<file path="config.mk">
export PLATFORM = sky130hd
export DESIGN_NAME = vc_reset_seq
export DESIGN_NICKNAME = d
export VERILOG_FILES = /design/src/rtl/vc_reset_pkg.sv /design/src/rtl/vc_rst_sync.sv /design/src/rtl/vc_reset_seq.sv
export SDC_FILE = /design/constraint.sdc
export NUM_CORES = 1
export LEC_CHECK = 0
export CORE_UTILIZATION = 31
export CTS_BUF_LIST = sky130_fd_sc_hd__clkbuf_16
export DETAILED_ROUTE_END_ITERATION = 10
export PLACE_DENSITY_LB_ADDON = 0.25
export SKIP_CTS_REPAIR_TIMING = 1
export SLEW_MARGIN = 10
export SYNTH_ARGS = -nofsm -noshare
export SYNTH_HDL_FRONTEND = slang
export SYNTH_SLANG_ARGS = --single-unit
</file>
<file path="constraint.sdc">
create_clock -name clk -period 1.9 [get_ports clk]
set_clock_uncertainty 0.15 [all_clocks]
set_input_delay 0.285 -clock clk [delete_from_list [all_inputs] [get_ports clk]]
set_output_delay 0.285 -clock clk [all_outputs]
set_load 0.03 [all_outputs]
</file>
<file path="src/rtl/vc_reset_pkg.sv">
// rtl/vc_reset_pkg.sv - shared state encoding, defaults and index-width helper for vc_reset_seq
package vc_reset_pkg;

    typedef enum logic [2:0] {
        HOLD    = 3'd0,
        INV_I   = 3'd1,
        INV_D   = 3'd2,
        RELEASE = 3'd3,
        RUN     = 3'd4
    } vc_rst_state_e;

    localparam int DEF_STRETCH     = 4;
    localparam int DEF_GAP         = 2;
    localparam int DEF_WDOG_CYCLES = 1024;

    function automatic int idx_width(input int i_lines, input int d_lines);
        int w_i;
        int w_d;
        w_i = $clog2(i_lines);
        w_d = $clog2(d_lines);
        return (w_i > w_d) ? w_i : w_d;
    endfunction

endpackage

</file>
<file path="src/rtl/vc_rst_sync.sv">
// rtl/vc_rst_sync.sv - two-flop synchroniser for the pad reset, output inverted to active-high
module vc_rst_sync (
    input  logic clk,
    input  logic i_rst_n,
    output logic o_rst
);

    logic [1:0] r_sync;

    // No reset on these flops: they are what brings the pad reset into the clock domain.
    always_ff @(posedge clk) begin
        r_sync <= {r_sync[0], i_rst_n};
    end

    assign o_rst = ~r_sync[1];

endmodule

</file>
<file path="src/rtl/vc_reset_seq.sv">
// rtl/vc_reset_seq.sv - staged reset sequencer: cache invalidate sweep then ordered domain release
// Optional watchdog in RUN enabled by defining VC_RESET_SEQ_WDOG_EN.
module vc_reset_seq
    import vc_reset_pkg::*;
#(
    parameter  int NDOM        = 3,
    parameter  int STRETCH     = DEF_STRETCH,
    parameter  int GAP         = DEF_GAP,
    parameter  int I_NLINES    = 8,
    parameter  int D_NLINES    = 8,
    parameter  int WDOG_CYCLES = DEF_WDOG_CYCLES,
    localparam int IDX_W       = idx_width(I_NLINES, D_NLINES)
) (
    input  logic             clk,
    input  logic             reset,
    input  logic             ext_rst_n,
    input  logic             ena,
    output logic [NDOM-1:0]  dom_reset,
    output logic             inv_valid,
    output logic             inv_icache,
    output logic [IDX_W-1:0] inv_index,
    input  logic             inv_ready,
    output logic             ready,
    output logic [2:0]       state_o,
    input  logic             alive,
    output logic             wdog_fired
);

    localparam int I_W      = $clog2(I_NLINES);
    localparam int D_W      = $clog2(D_NLINES);
    localparam int HOLD_W   = $clog2(STRETCH + 1);
    localparam int REL_LAST = (NDOM - 1) * GAP + 1;
    localparam int REL_W    = $clog2(REL_LAST + 1);

    vc_rst_state_e    r_state;
    logic [NDOM-1:0]  r_dom_reset;
    logic             r_inv_valid;
    logic             r_inv_icache;
    logic [IDX_W-1:0] r_inv_index;
    logic             r_ready;
    logic [HOLD_W-1:0] r_hold_cnt;
    logic [REL_W-1:0] r_rel_cnt;

    logic             w_rst_sync;
    logic             w_src;
    logic             w_hs;
    logic             w_wdog_trip;
    logic [REL_W-1:0] w_rel_next;
    logic [NDOM-1:0]  w_rel_clr;

    vc_rst_sync u_rst_sync (
        .clk     (clk),
        .i_rst_n (ext_rst_n),
        .o_rst   (w_rst_sync)
    );

    assign w_src      = reset | w_rst_sync | ~ena;
    assign w_hs       = r_inv_valid & inv_ready;
    assign w_rel_next = r_rel_cnt + 1'b1;

    // Domain i drops when the release counter reaches i*GAP; domain 0 already dropped on entry.
    always_comb begin
        w_rel_clr = '0;
        for (int i = 0; i < NDOM; i++) begin
            w_rel_clr[i] = (w_rel_next == REL_W'(i * GAP));
        end
    end

`ifdef VC_RESET_SEQ_WDOG_EN
    localparam int WDOG_W = $clog2(WDOG_CYCLES + 1);
    logic [WDOG_W-1:0] r_wdog_cnt;
    logic              r_wdog_fired;

    assign w_wdog_trip = (r_state == RUN) & ~alive & (r_wdog_cnt == WDOG_W'(WDOG_CYCLES - 1));

    always_ff @(posedge clk) begin
        if (w_src || w_wdog_trip || alive || r_state != RUN) begin
            r_wdog_cnt <= '0;
        end else begin
            r_wdog_cnt <= r_wdog_cnt + 1'b1;
        end
        if (w_src) begin
            r_wdog_fired <= 1'b0;
        end else if (w_wdog_trip) begin
            r_wdog_fired <= 1'b1;
        end
    end

    assign wdog_fired = r_wdog_fired;
`else
    logic w_unused_wdog;
    assign w_unused_wdog = alive ^ (WDOG_CYCLES == 0);
    assign w_wdog_trip   = 1'b0;
    assign wdog_fired    = 1'b0;
`endif

    always_ff @(posedge clk) begin
        if (w_src || w_wdog_trip) begin
            r_state      <= HOLD;
            r_dom_reset  <= '1;
            r_inv_valid  <= 1'b0;
            r_inv_icache <= 1'b1;
            r_inv_index  <= '0;
            r_ready      <= 1'b0;
            r_hold_cnt   <= '0;
            r_rel_cnt    <= '0;
        end else begin
            case (r_state)
                HOLD: begin
                    if (r_hold_cnt == HOLD_W'(STRETCH - 1)) begin
                        r_state      <= INV_I;
                        r_inv_valid  <= 1'b1;
                        r_inv_icache <= 1'b1;
                        r_inv_index  <= '0;
                        r_hold_cnt   <= '0;
                    end else begin
                        r_hold_cnt <= r_hold_cnt + 1'b1;
                    end
                end
                INV_I: begin
                    if (w_hs) begin
                        if (r_inv_index[I_W-1:0] == I_W'(I_NLINES - 1)) begin
                            r_state      <= INV_D;
                            r_inv_icache <= 1'b0;
                            r_inv_index  <= '0;
                        end else begin
                            r_inv_index <= r_inv_index + 1'b1;
                        end
                    end
                end
                INV_D: begin
                    if (w_hs) begin
                        if (r_inv_index[D_W-1:0] == D_W'(D_NLINES - 1)) begin
                            r_state        <= RELEASE;
                            r_inv_valid    <= 1'b0;
                            r_inv_index    <= '0;
                            r_dom_reset[0] <= 1'b0;
                            r_rel_cnt      <= '0;
                        end else begin
                            r_inv_index <= r_inv_index + 1'b1;
                        end
                    end
                end
                RELEASE: begin
                    r_rel_cnt   <= w_rel_next;
                    r_dom_reset <= r_dom_reset & ~w_rel_clr;
                    if (w_rel_next == REL_W'(REL_LAST)) begin
                        r_state     <= RUN;
                        r_ready     <= 1'b1;
                        r_dom_reset <= '0;
                    end
                end
                RUN: begin
                    r_dom_reset <= '0;
                    r_ready     <= 1'b1;
                end
                default: r_state <= HOLD;
            endcase
        end
    end

    assign dom_reset  = r_dom_reset;
    assign inv_valid  = r_inv_valid;
    assign inv_icache = r_inv_icache;
    assign inv_index  = r_inv_index;
    assign ready      = r_ready;
    assign state_o    = r_state;

endmodule

</file>
==> run_results.csv <==
group,metric,value,unit
clock_tree,clk_latency,0.25,ns
floorplan,rows,20,
worst_setup_path,cp_slowest_cell,"clkdlybuf4s50_1",
worst_hold_path,worstHoldStart,"u_rst_sync.r_sync[0]",
power,internal_power,0.852,mW
global_route,use_met1,19.8,%
worst_setup_path,cp_slowest_stage_delay,0.71,ns
global_route,grt_usage,14.0,%
cells_and_area,final_cell_mix,"20 x dfxtp_1, 15 x clkdlybuf4s50_1, 9 x a21oi_1, 8 x nand2_1, 7 x ha_1",
global_route,overflow,0,
clock_tree,cts-root-buf,"clkbuf_16",
sta,clock.fmax,551,MHz
cells_and_area,fill_cells,327,
yosys,ys_types,41,
placement,placed_area,0.00125,mm²
worst_setup_path,cp_num_cells,1,
floorplan,fp.dieH,60.2,µm
worst_setup_path,r2r_cells,4,
worst_setup_path,start_kind,"flop",
global_route,busiest_layer,"met1",
sta,final_hold_viol_count,0,
cells_and_area,drive_above_1_share,9.23,%
clock_tree,htree_levels,1,
detailed_routing,routed_wl,2.17,mm
detailed_routing,drcViolationCount,0,
cells_and_area,register_area,400,µm²
cells_and_area,multi_input_area,594,µm²
yosys,synth_seq_cells,20,
power,p_total,1.03,mW
cells_and_area,fin_nets,144,
power,ir_drop,0.000325,V
yosys,ys_seq_area_share,38.2,%
sta,maxSlewViolCount,0,
global_route,antenna_found_initial,0,
yosys,synthArstFlopShare,0,%
yosys,synth_edf_count,0,
outcome,status,"finished clean",
sta,setup_violations,0,
clock_tree,cts_sinks,20,
worst_setup_path,reg2reg_to,"dom_reset[1]",
global_route,use_met3,3.90,%
worst_setup_path,path_max_fanout,5,
clock_tree,cts_tree,"done",
worst_hold_path,holdPathStages,0,
yosys,synth.avg_cell_area,9.28,µm²
floorplan,io_pins,19,
detailed_routing,routedWlPerCell,12.5,µm
detailed_routing,first_pass_iters,4,
worst_setup_path,cpLargestDelayFamily,"buffers and inverters",
worst_setup_path,cp.buffers_inverters,1,
worst_setup_path,worstPathArrival,1.38,ns
cells_and_area,fin_area,0.00136,mm²
clock_tree,cts_buffers,3,
power,switching_share,17.5,%
floorplan,die_x,60.2,µm
sta,rsz0062_at_grt,"false",
placement,port_buffers,16,
worst_setup_path,r2r_slack,0.20,ns
detailed_routing,drt-initial-drc-count,16,
worst_setup_path,path_cells,"clkdlybuf4s50_1",
clock_tree,clk_pin_slew_worst_paths,0.06,ns
yosys,synth_flop_cell,"dfxtp_1",
sta,fin_crit_sh,95.5,%
cells_and_area,final_common_cell,"dfxtp_1",
worst_hold_path,hold_end,"u_rst_sync.r_sync[1]",
yosys,synth_area,0.00105,mm²
sta,post-route-min-period,1.82,ns
global_route,grt_util_met2,19.6,%
placement,dp_hpwl,1.55,mm
power,p_switching,0.181,mW
worst_setup_path,end_kind,"output pin",
yosys,postSynthCellCount,113,
worst_setup_path,setup.worst_path.start,"state_o[1]",
worst_setup_path,reg2reg_from,"r_rel_cnt[0]",
worst_setup_path,worstSetupPathType,"reg2out",
worst_hold_path,hold_path_class,"reg2reg",
power,p_per_area,758,mW/mm²
power,p_seq_share,41.0,%
global_route,grt_pass1_wl,3.71,mm
global_route,grt_start_max_net_pins,15,
detailed_routing,vias,874,
sta,fin_setup_tns,0,ns
clock_tree,clock_path_buffers,2,
power,power_leakage,0.540,nW
yosys,syn_nets,126,
worst_setup_path,critPathRequiredTime,1.46,ns
detailed_routing,ant_nets,0,
placement,routabilityCongestion,0.759,
power,clkPwrFrac,56.7,%
run,cap_violations,0,
floorplan,core,0.00313,mm²
yosys,ys_warn_count,0,
floorplan,initial_core_util,33.5,%
cells_and_area,n_antenna_cell,0,
detailed_routing,vias_per_cell,5.02,
cells_and_area,area_growth,30.0,%
global_route,grt_pass1_vias,796,
power,p_comb_share,2.3,%
floorplan,die_area,0.00362,mm²
==> metal layers <==
layer  part of all wire (%)  wire length (µm)
met4                    1.5                32
met3                    3.8                83
met5                      0                 0
met2                     44               950
met1                     51              1110
==> power groups by stage <==
stage          combinational, mW  sequential [mW]  clock [mW]
6_report                  0.0233            0.424       0.586
3_5_place_dp              0.0237            0.433           0
3_3_place_gp              0.0232            0.433           0
4_1_cts                   0.0236            0.424       0.598
5_1_grt                   0.0259            0.424       0.618
2_1_floorplan             0.0125            0.433           0
==> synth_stat cells, drive strengths merged (3+ instances only) <==
| cell type | n | area (µm²) |
|---|---|---|
| nand2 | 8 | 30.0 |
| o211ai | 4 | 30.0 |
| o21ai | 5 | 25.0 |
| buf | 4 | 27.5 |
| nor2 | 5 | 18.8 |
| a31oi | 3 | 18.8 |
| dfxtp | 20 | 400 |
| a21oi | 9 | 45.0 |
| and3b | 3 | 26.3 |
| mux2i | 3 | 30.0 |
| inv | 4 | 15.0 |
| ha | 7 | 87.6 |
| or3b | 3 | 26.3 |
| clkbuf | 3 | 11.3 |
==> worst max-delay path by stage <==
stage                     slack [ns]    endpoint
after global routing            0.03  state_o[1]
final                           0.08  state_o[1]
after floorplan                 0.13  state_o[1]
after CTS                       0.04   inv_valid
after global placement          0.17  state_o[1]
after detailed placement        0.15  state_o[1]
==> layout make-up <==
class / count / area share [%]
multi-input cells: 82 / 43.6
flip-flops and latches: 20 / 29.4
repair buffers: 20 / 14.1
clock buffers: 3 / 5.51
well taps: 44 / 4.04
clock inverters: 1 / 2.20
inverters: 4 / 1.10
==> sequential cells by signal, summed over array words and instances, names as in the netlist <==
| register | count |
|---|---|
| dom_reset | 3 |
| inv_index | 3 |
| r_hold_cnt | 3 |
| r_rel_cnt | 3 |
| state_o | 3 |
| u_rst_sync.r_sync | 2 |
| inv_icache | 1 |
| inv_valid | 1 |
| ready | 1 |
==> per-stage QoR <==
step / hold slack (ns) / setup slack [ns] / util, % / instances
4_1_cts: 0.180 / 0.0440 / 43.5 / 174
6_report: 0.178 / 0.0849 / 43.6 / 174
3_3_place_gp: 0.161 / 0.168 / 40.1 / 170
3_5_place_dp: 0.165 / 0.146 / 40.1 / 170
5_1_grt: 0.183 / 0.0300 / 43.6 / 174
2_1_floorplan: 0.160 / 0.132 / - / 113
==> cell families (layout without fill, tap and decap cells) <==
| group | after synthesis | in the layout | share of synthesized area [%] |
|---|---|---|---|
| mux | 4 | 4 | 3.94 |
| fa+ha+maj | 7 | 7 | 8.35 |
| flops | 20 | 20 | 38.2 |
| xor+xnor | 2 | 2 | 2.39 |
| simple gates | 37 | 37 | 22.0 |
| buf+inv | 11 | 28 | 5.13 |
| compound gates | 31 | 31 | 19.7 |
| other cells | 1 | 1 | 0.358 |
Power figures use the tool's default switching activity.
